`config.mk`:
```
export PLATFORM = sky130hd
export DESIGN_NAME = mem_stage_flat
export DESIGN_NICKNAME = d
export VERILOG_FILES = /design/src/rtl/mem_stage_if.sv /design/src/rtl/mem_stage.sv /design/src/flat_wrapper.sv
export SDC_FILE = /design/constraint.sdc
export NUM_CORES = 1
export LEC_CHECK = 0
export BUFFER_PORTS_ARGS = -buffer_cell sky130_fd_sc_hd__buf_2
export CAP_MARGIN = 20
export CORE_AREA = 2 2 148 78
export CTS_CLUSTER_SIZE = 12
export DETAILED_ROUTE_END_ITERATION = 10
export DIE_AREA = 0 0 150 80
export PLACE_DENSITY = 0.76
export REMOVE_ABC_BUFFERS = 1
export SYNTH_ARGS = -nofsm -noshare
export SYNTH_HDL_FRONTEND = slang
export SYNTH_SLANG_ARGS = --single-unit
```
`constraint.sdc`:
```
create_clock -name clk -period 2.51 [get_ports clk]
set_clock_uncertainty 0.15 [all_clocks]
set_input_delay 0.502 -clock clk [delete_from_list [all_inputs] [get_ports clk]]
set_output_delay 0.502 -clock clk [all_outputs]
set_load 0.05 [all_outputs]
```
`src/rtl/mem_stage_if.sv`:
```
// Data-memory port of the memory-access stage: request side driven by the stage,
// completion (ready/rdata) driven by memory.
interface mem_stage_if #(
  parameter int unsigned DATA_W = 32
);
  logic              mem_req;
  logic              mem_we;
  logic [DATA_W-1:0] mem_addr;
  logic [DATA_W-1:0] mem_wdata;
  logic              mem_ready;
  logic [DATA_W-1:0] mem_rdata;

  modport master (
    output mem_req,
    output mem_we,
    output mem_addr,
    output mem_wdata,
    input  mem_ready,
    input  mem_rdata
  );

  modport slave (
    input  mem_req,
    input  mem_we,
    input  mem_addr,
    input  mem_wdata,
    output mem_ready,
    output mem_rdata
  );
endinterface

```
`src/rtl/mem_stage.sv`:
```
// Memory-access stage: word loads/stores over a req/ready port, stalls upstream
// while an access is outstanding, registers results for writeback.
module mem_stage #(
  parameter int unsigned DATA_W = 32,
  parameter int unsigned RD_W   = 5
) (
  input  logic              clk,
  input  logic              reset,
  input  logic              valid_in,
  input  logic              is_write_in,
  input  logic              is_load_in,
  input  logic              is_store_in,
  input  logic [DATA_W-1:0] alu_result_in,
  input  logic [DATA_W-1:0] store_data_in,
  input  logic [RD_W-1:0]   register_d_in,
  output logic              stall_out,
  mem_stage_if.master       mem,
  output logic              wb_valid_out,
  output logic              wb_write_out,
  output logic [DATA_W-1:0] wb_data_out,
  output logic [RD_W-1:0]   wb_reg_out,
  output logic              misalign_out
);

  typedef enum logic {
    IDLE,
    ACCESS
  } state_t;

  state_t            state;
  logic [DATA_W-1:0] addr_q;
  logic [DATA_W-1:0] wdata_q;
  logic [RD_W-1:0]   rd_q;
  logic              write_q;
  logic              store_q;

  logic mem_op;
  logic aligned;
  logic mem_op_aligned;
  logic in_access;

  always_comb begin
    mem_op         = valid_in & (is_load_in | is_store_in);
    aligned        = (alu_result_in[1:0] == 2'b00);
    mem_op_aligned = mem_op & aligned;
    in_access      = (state == ACCESS);
    stall_out      = ((state == IDLE) & mem_op_aligned) | (in_access & ~mem.mem_ready);
  end

  // Memory port is a pure decode of state: nothing leaks out while IDLE.
  assign mem.mem_req   = in_access;
  assign mem.mem_we    = in_access & store_q;
  assign mem.mem_addr  = in_access ? addr_q  : '0;
  assign mem.mem_wdata = in_access ? wdata_q : '0;

  always_ff @(posedge clk) begin
    if (reset) begin
      state        <= IDLE;
      addr_q       <= '0;
      wdata_q      <= '0;
      rd_q         <= '0;
      write_q      <= 1'b0;
      store_q      <= 1'b0;
      wb_valid_out <= 1'b0;
      wb_write_out <= 1'b0;
      wb_data_out  <= '0;
      wb_reg_out   <= '0;
      misalign_out <= 1'b0;
    end else begin
      misalign_out <= 1'b0;
      case (state)
        IDLE: begin
          if (!valid_in) begin
            wb_valid_out <= 1'b0;
            wb_write_out <= 1'b0;
          end else if (!mem_op) begin
            wb_valid_out <= 1'b1;
            wb_data_out  <= alu_result_in;
            wb_reg_out   <= register_d_in;
            wb_write_out <= is_write_in & (register_d_in != '0);
          end else if (!aligned) begin
            // Misaligned access is dropped but still retires, without a write.
            wb_valid_out <= 1'b1;
            wb_data_out  <= alu_result_in;
            wb_reg_out   <= register_d_in;
            wb_write_out <= 1'b0;
            misalign_out <= 1'b1;
          end else begin
            addr_q       <= {alu_result_in[DATA_W-1:2], 2'b00};
            wdata_q      <= store_data_in;
            rd_q         <= register_d_in;
            write_q      <= is_write_in;
            store_q      <= is_store_in;
            wb_valid_out <= 1'b0;
            wb_write_out <= 1'b0;
            state        <= ACCESS;
          end
        end
        ACCESS: begin
          if (mem.mem_ready) begin
            wb_valid_out <= 1'b1;
            wb_reg_out   <= rd_q;
            if (store_q) begin
              wb_write_out <= 1'b0;
              wb_data_out  <= addr_q;
            end else begin
              wb_write_out <= write_q & (rd_q != '0);
              wb_data_out  <= mem.mem_rdata;
            end
            state <= IDLE;
          end
        end
      endcase
    end
  end

endmodule

```
`src/flat_wrapper.sv`:
```
// flat-port wrapper written by rule: the top's interface ports become plain ports
module mem_stage_flat 
#(
  parameter int unsigned DATA_W = 32,
  parameter int unsigned RD_W   = 5
)
  (clk, reset, valid_in, is_write_in, is_load_in, is_store_in, alu_result_in, store_data_in, register_d_in, stall_out, wb_valid_out, wb_write_out, wb_data_out, wb_reg_out, misalign_out, mem_mem_req, mem_mem_we, mem_mem_addr, mem_mem_wdata, mem_mem_ready, mem_mem_rdata);
  mem_stage_if #(.DATA_W(DATA_W)) mem_i ();
  input  logic clk;
  input  logic reset;
  input  logic valid_in;
  input  logic is_write_in;
  input  logic is_load_in;
  input  logic is_store_in;
  input  logic [DATA_W-1:0] alu_result_in;
  input  logic [DATA_W-1:0] store_data_in;
  input  logic [RD_W-1:0] register_d_in;
  output logic stall_out;
  output logic wb_valid_out;
  output logic wb_write_out;
  output logic [DATA_W-1:0] wb_data_out;
  output logic [RD_W-1:0] wb_reg_out;
  output logic misalign_out;
  output wire logic [$bits(mem_i.mem_req)-1:0] mem_mem_req;
  output wire logic [$bits(mem_i.mem_we)-1:0] mem_mem_we;
  output wire logic [$bits(mem_i.mem_addr)-1:0] mem_mem_addr;
  output wire logic [$bits(mem_i.mem_wdata)-1:0] mem_mem_wdata;
  input wire logic [$bits(mem_i.mem_ready)-1:0] mem_mem_ready;
  input wire logic [$bits(mem_i.mem_rdata)-1:0] mem_mem_rdata;
  assign mem_mem_req = mem_i.mem_req;
  assign mem_mem_we = mem_i.mem_we;
  assign mem_mem_addr = mem_i.mem_addr;
  assign mem_mem_wdata = mem_i.mem_wdata;
  assign mem_i.mem_ready = mem_mem_ready;
  assign mem_i.mem_rdata = mem_mem_rdata;
  mem_stage #(.DATA_W(DATA_W), .RD_W(RD_W)) u_core (.clk(clk), .reset(reset), .valid_in(valid_in), .is_write_in(is_write_in), .is_load_in(is_load_in), .is_store_in(is_store_in), .alu_result_in(alu_result_in), .store_data_in(store_data_in), .register_d_in(register_d_in), .stall_out(stall_out), .mem(mem_i), .wb_valid_out(wb_valid_out), .wb_write_out(wb_write_out), .wb_data_out(wb_data_out), .wb_reg_out(wb_reg_out), .misalign_out(misalign_out));
endmodule
```
# Word level (Yosys, flattened, before mapping)
# Index checks and enable logic that the tools add are counted.
[op_classes] n_eq_ne=3 n_mux=28 bitwise_logic=13 n_reduce_logical=6
[ops] operator="$mux W32" count=7
[ops] operator="$pmux W32 S2" count=1
[ops] operator="$mux W5" count=4
[ops] operator="$mux W1" count=12
[ops] operator="$pmux W5 S2" count=1
[ops] operator="$reduce_bool A5 Y1" count=2
[ops] operator="$and A1 B1 Y1" count=7
[ops] operator="$pmux W1 S2" count=3
[ops] operator="$ne A2 B2 Y1 const B" count=2
[ops] operator="$not A1 Y1" count=4
[ops] operator="$reduce_and A4 Y1" count=1
[ops] operator="$reduce_or A4 Y1" count=1
[ops] operator="$ne A3 B3 Y1 const B" count=1
[ops] operator="$reduce_and A3 Y1" count=1
[ops] operator="$logic_not A2 Y1" count=1
[ops] operator="$or A1 B1 Y1" count=2
[totals] regBits=110 input_bits=108 out_inout_bits=107

# Longest topological paths before layout
[depth] depth_word=5 depth_mapped=7 mapped_depth_nobuf=4

# Worst setup path after synthesis
# No wires, ideal clock.
[synth_timing] path_type="register to output" start="register u_core.state, in the netlist u_core.mem.mem_req" end="output port mem_mem_addr[10]" t_arrival_ps=1884 t_required_ps=1858 setup_slack_ps=-26 path_stages_with_launch=5 cell_sequence="dfxtp_1 buf_4 clkbuf_1 clkbuf_1 and2_1"
[synth_between] elab_chain_cells=1
[synth_rtl] element="from (decl)" line_no="mem_stage.sv:30" source="state_t state;"
[synth_rtl] element="from (signal assigned)" line_no="mem_stage.sv:58" source="state <= IDLE;"
[synth_rtl] element="from (signal assigned)" line_no="mem_stage.sv:96" source="state <= ACCESS;"
[synth_rtl] element="from (signal assigned)" line_no="mem_stage.sv:110" source="state <= IDLE;"
[synth_rtl] element="$mux W32" line_no="mem_stage.sv:53" source="assign mem.mem_addr = in_access ? addr_q : '0;"
[synth_rtl] element="to (decl)" line_no="flat_wrapper.sv:26" source="output wire logic [$bits(mem_i.mem_addr)-1:0] mem_mem_addr;"
# No other way between the ends.

# Final worst setup path
[layout_timing] start="input port alu_result_in[1]" end="output port stall_out"
[layout_between] elab_chain_cells=4
[layout_rtl] element="from (decl)" line_no="flat_wrapper.sv:15" source="input logic [DATA_W-1:0] alu_result_in;"
[layout_rtl] element="$logic_not A2 Y1" line_no="mem_stage.sv:44" source="aligned = (alu_result_in[1:0] == 2'b00);"
[layout_rtl] element="$and A1 B1 Y1" line_no="mem_stage.sv:45" source="mem_op_aligned = mem_op & aligned;"
[layout_rtl] element="$and A1 B1 Y1" line_no="mem_stage.sv:47" source="stall_out = ((state == IDLE) & mem_op_aligned) | (in_access & ~mem.mem_ready);"
[layout_rtl] element="$or A1 B1 Y1" line_no="mem_stage.sv:47"
[layout_rtl] element="to (decl)" line_no="flat_wrapper.sv:18" source="output logic stall_out;"
# No other way between the ends.

==> qor.log <==
INFO  outcome        result_of_the_run=finished clean
INFO  layout         diodes=0
INFO  timing         fmax=417.1MHz
INFO  critical_path  worstSetupStartpointType=input port
INFO  yosys          netlist.area_leader.share=43.77%
INFO  layout         area_growth=26.64%
INFO  layout         most_frequent_cells_in_the_layout=buf_2 (211), nand2_1 (201), dfxtp_1 (108), a21oi_1 (100), and2_1 (63)
INFO  routing        first_iter_violations=298
INFO  clock_network  post_cts_resize_count=0
INFO  placed_design  placedCellCount=946
INFO  routing        wire_per_inst=14.48µm
INFO  critical_path  timing.critical_path.arrival=1.75ns
INFO  clock_network  clk_pin_slew=0.07ns
INFO  layout         layoutNonFillerInstCount=962
INFO  yosys          synth-edff-count=0
INFO  clock_network  cts_tree=built
INFO  clock_network  tritoncts.num_buffers=9
INFO  critical_path  reg2reg_setup_slack=0.50ns
INFO  floorplanning  core=10680µm²
INFO  grt            grt_util_met3=6.914%
INFO  timing         hold-worst-slack=0.2452ns
INFO  grt            globalRouteOverflowTotal=0
INFO  layout         finish.utilization=59.68%
INFO  clock_network  worstSkewPairLatency=0.34ns
INFO  floorplanning  num_rows=27
INFO  layout         post_route_cells_drive_above_1_share=30.35%
INFO  critical_path  r2r_end=u_core.wb_data_out[16]
INFO  routing        drt_first_pass_iters=4
INFO  floorplanning  die_w=150µm
INFO  grt            antenna_violations_before_repair=2
INFO  yosys          yosysTopAreaCell=dfxtp_1
INFO  critical_path  timing.critical_path.required=1.86ns
INFO  layout         design.final.nets=920
INFO  yosys          yosys.cell_types.count=33
INFO  clock_network  cts_setup_buffers=0
INFO  grt            grt.busiest_layer=met2
INFO  placed_design  place.port_buffers=212
INFO  yosys          ys_ff_latch=110
INFO  layout         fillers=961
INFO  timing         unrepaired_setup_endpoints_after_global_routing=no
INFO  critical_path  setup.worst_path.class=input port to output pin
INFO  floorplanning  io_pins=215
INFO  critical_path  worstRegToRegCells=4
INFO  grt            globalRouteMet2Util=36.44%
INFO  routing        route.antenna.remaining_nets=0
INFO  floorplanning  die_area=12000µm²
INFO  critical_path  worstSetupEndpointType=output pin
INFO  yosys          postSynthAreaPerCell=7.935µm²
INFO  timing         timing.slew.headroom=38.22%
INFO  clock_network  clock-sinks=110
INFO  yosys          synthesis.area=5031µm²
INFO  timing         finalSetupViolCount=0
INFO  timing         report.final.slew_viol_count=0
INFO  routing        detailroute.via_count=4896
INFO  pwr            power-per-cell-area=603.2nW/µm²
INFO  timing         timing.final.hold_violations=0
INFO  grt            via_count_of_the_first_global_routing_pass=4405
INFO  timing         final_period_utilization=95.52%
INFO  grt            grt_pass1_wl=21.67mm
INFO  pwr            cell_internal_power_dissipation=2.733mW
INFO  routing        post_drt_via_cell_ratio=5.089
INFO  yosys          synth_ff_type=dfxtp_1
INFO  pwr            power.share.sequential=48.6%
INFO  pwr            clockPowerShare=35.2%
INFO  yosys          post_synth_inst_count=634
INFO  layout         layout_commonest_cell=buf_2
INFO  floorplanning  die_height=80µm
INFO  clock_network  cts_root_buf=clkbuf_16
INFO  pwr            p_sw_share=28.88%
INFO  placed_design  dp_hpwl=9.575mm
INFO  grt            grt_use_met1=30.15%
INFO  critical_path  crit_end=stall_out
INFO  critical_path  crit_fanout=4
INFO  clock_network  cts_max_level=3
INFO  yosys          synth_seq_area_share=43.77%
INFO  pwr            vdd.ir_drop.worst=0.3322mV
INFO  grt            grt_use_total=22.50%
INFO  grt            maximum_number_of_pins_on_one_net_before_global_route_repair=134
INFO  floorplanning  starting_utilization_of_the_core_area=47.13%
INFO  yosys          synth-async-reset-ratio=0%
INFO  routing        drt_drc_violations_left=0
INFO  routing        postRouteWirelength=13.93mm
INFO  placed_design  gp_congestion=0.8094
INFO  clock_network  cts_max_path_buffers=2
INFO  pwr            switchingPower=1.110mW
INFO  clock_network  holdBufCountCts=0
INFO  critical_path  critical_path.reg2reg.startpoint=u_core.mem.mem_req
INFO  pwr            combPwrFrac=16.2%
INFO  pwr            power.static_leakage=2.730nW
INFO  worst_hold_path class_of_the_most_critical_hold_timing_path=input port to flop
INFO  timing         worst_pin_slew=0.9267ns
INFO  critical_path  critical_path.startpoint=alu_result_in[1]
INFO  yosys          yosysWarnings=0
INFO  timing         timing.final.crit_period=2.398ns
INFO  job            drv.max_cap_violation_count=0
INFO  yosys          synth.top_cells.by_area=dfxtp_1 (44%), nand2_1 (15%), a21oi_1 (9.9%)
[per-layer routing]
layer	share of wire, %	up-vias
li1	-	2460
met1	45	2204
met2	45	215
met3	9.6	13
met4	0.42	4
met5	0.19	-
[worst max-delay path, cell delays in order]
cell,delay (ns)
buf_2,0.11
or2_4,0.28
or3_2,0.50
nand2_1,0.10
buf_2,0.26
[state kept, by name, summed over array words and instances (netlist names)]
signal,flops
u_core.store_q,1
u_core.misalign_out,1
u_core.wb_data_out,32
u_core.wb_write_out,1
u_core.wb_reg_out,5
u_core.wb_valid_out,1
u_core.mem.mem_req,1
u_core.rd_q,5
u_core.addr_q,30
u_core.wdata_q,32
u_core.write_q,1
[Yosys cell counts, types with 2 or more instances]
| master | n |
|---|---|
| a221oi_1 | 2 |
| clkbuf_1 | 26 |
| or4_1 | 2 |
| mux2i_1 | 35 |
| nor3_1 | 2 |
| buf_6 | 10 |
| a211oi_1 | 5 |
| dfxtp_1 | 110 |
| buf_2 | 13 |
| a21oi_1 | 100 |
| nand2_1 | 201 |
| o211ai_1 | 31 |
| and2_1 | 63 |
| nor2b_1 | 2 |
| nor2_1 | 9 |
| buf_4 | 6 |
[through the flow]
| step | power (mW) | worst slack, ns | instance area, µm² | TNS, ns |
|---|---|---|---|---|
| floorplan | 2.277 | -2.973 | 4711 | -301.64 |
| global placement | 2.514 | 0.1157 | 6088 | 0 |
| detailed placement | 2.531 | 0.07320 | 6088 | 0 |
| CTS | 3.880 | 0.1097 | 6371 | 0 |
| global route | 4.012 | 0.05733 | 6371 | 0 |
| finish | 3.843 | 0.1124 | 6371 | 0 |
[how the worst min path moves through the flow]
stage / start / end / slack [ns] / depth (start not counted)
2_1_floorplan: u_core.wdata_q[0] / u_core.wdata_q[0] / 0.28 / 2
3_3_place_gp: u_core.wdata_q[2] / u_core.wdata_q[2] / 0.29 / 2
3_5_place_dp: u_core.wdata_q[1] / u_core.wdata_q[1] / 0.29 / 2
4_1_cts: store_data_in[0] / u_core.wdata_q[0] / 0.23 / 3
5_1_grt: store_data_in[31] / u_core.wdata_q[31] / 0.23 / 3
6_report: store_data_in[0] / u_core.wdata_q[0] / 0.25 / 3
[power by group through the flow]
stage	logic, mW	clock network, mW	registers (mW)
finish	0.622	1.35	1.87
detailed placement	0.624	0	1.91
global placement	0.612	0	1.90
CTS	0.625	1.39	1.87
global route	0.672	1.47	1.87
floorplan	0.203	0	2.07
[cell families after synthesis]
group | synth area share [%]
and+or+nand+nor | 25.67
AOI/OAI and AO/OA | 16.79
DFF | 43.77
buffers and inverters | 6.516
muxes | 7.187
other | 0.07454
[layout make-up]
type / instances / area, µm² / area share [%]
well taps: 145 / 181.4 / 2.848
flip-flops and latches: 110 / 2207 / 34.64
repair buffers: 222 / 1189 / 18.66
inverters: 1 / 3.754 / 0.05892
clock inverters: 5 / 40.04 / 0.6284
multi-input cells: 468 / 2507 / 39.36
clock buffers: 11 / 242.7 / 3.810
No activity file was read; power rests on OpenSTA's default activity.
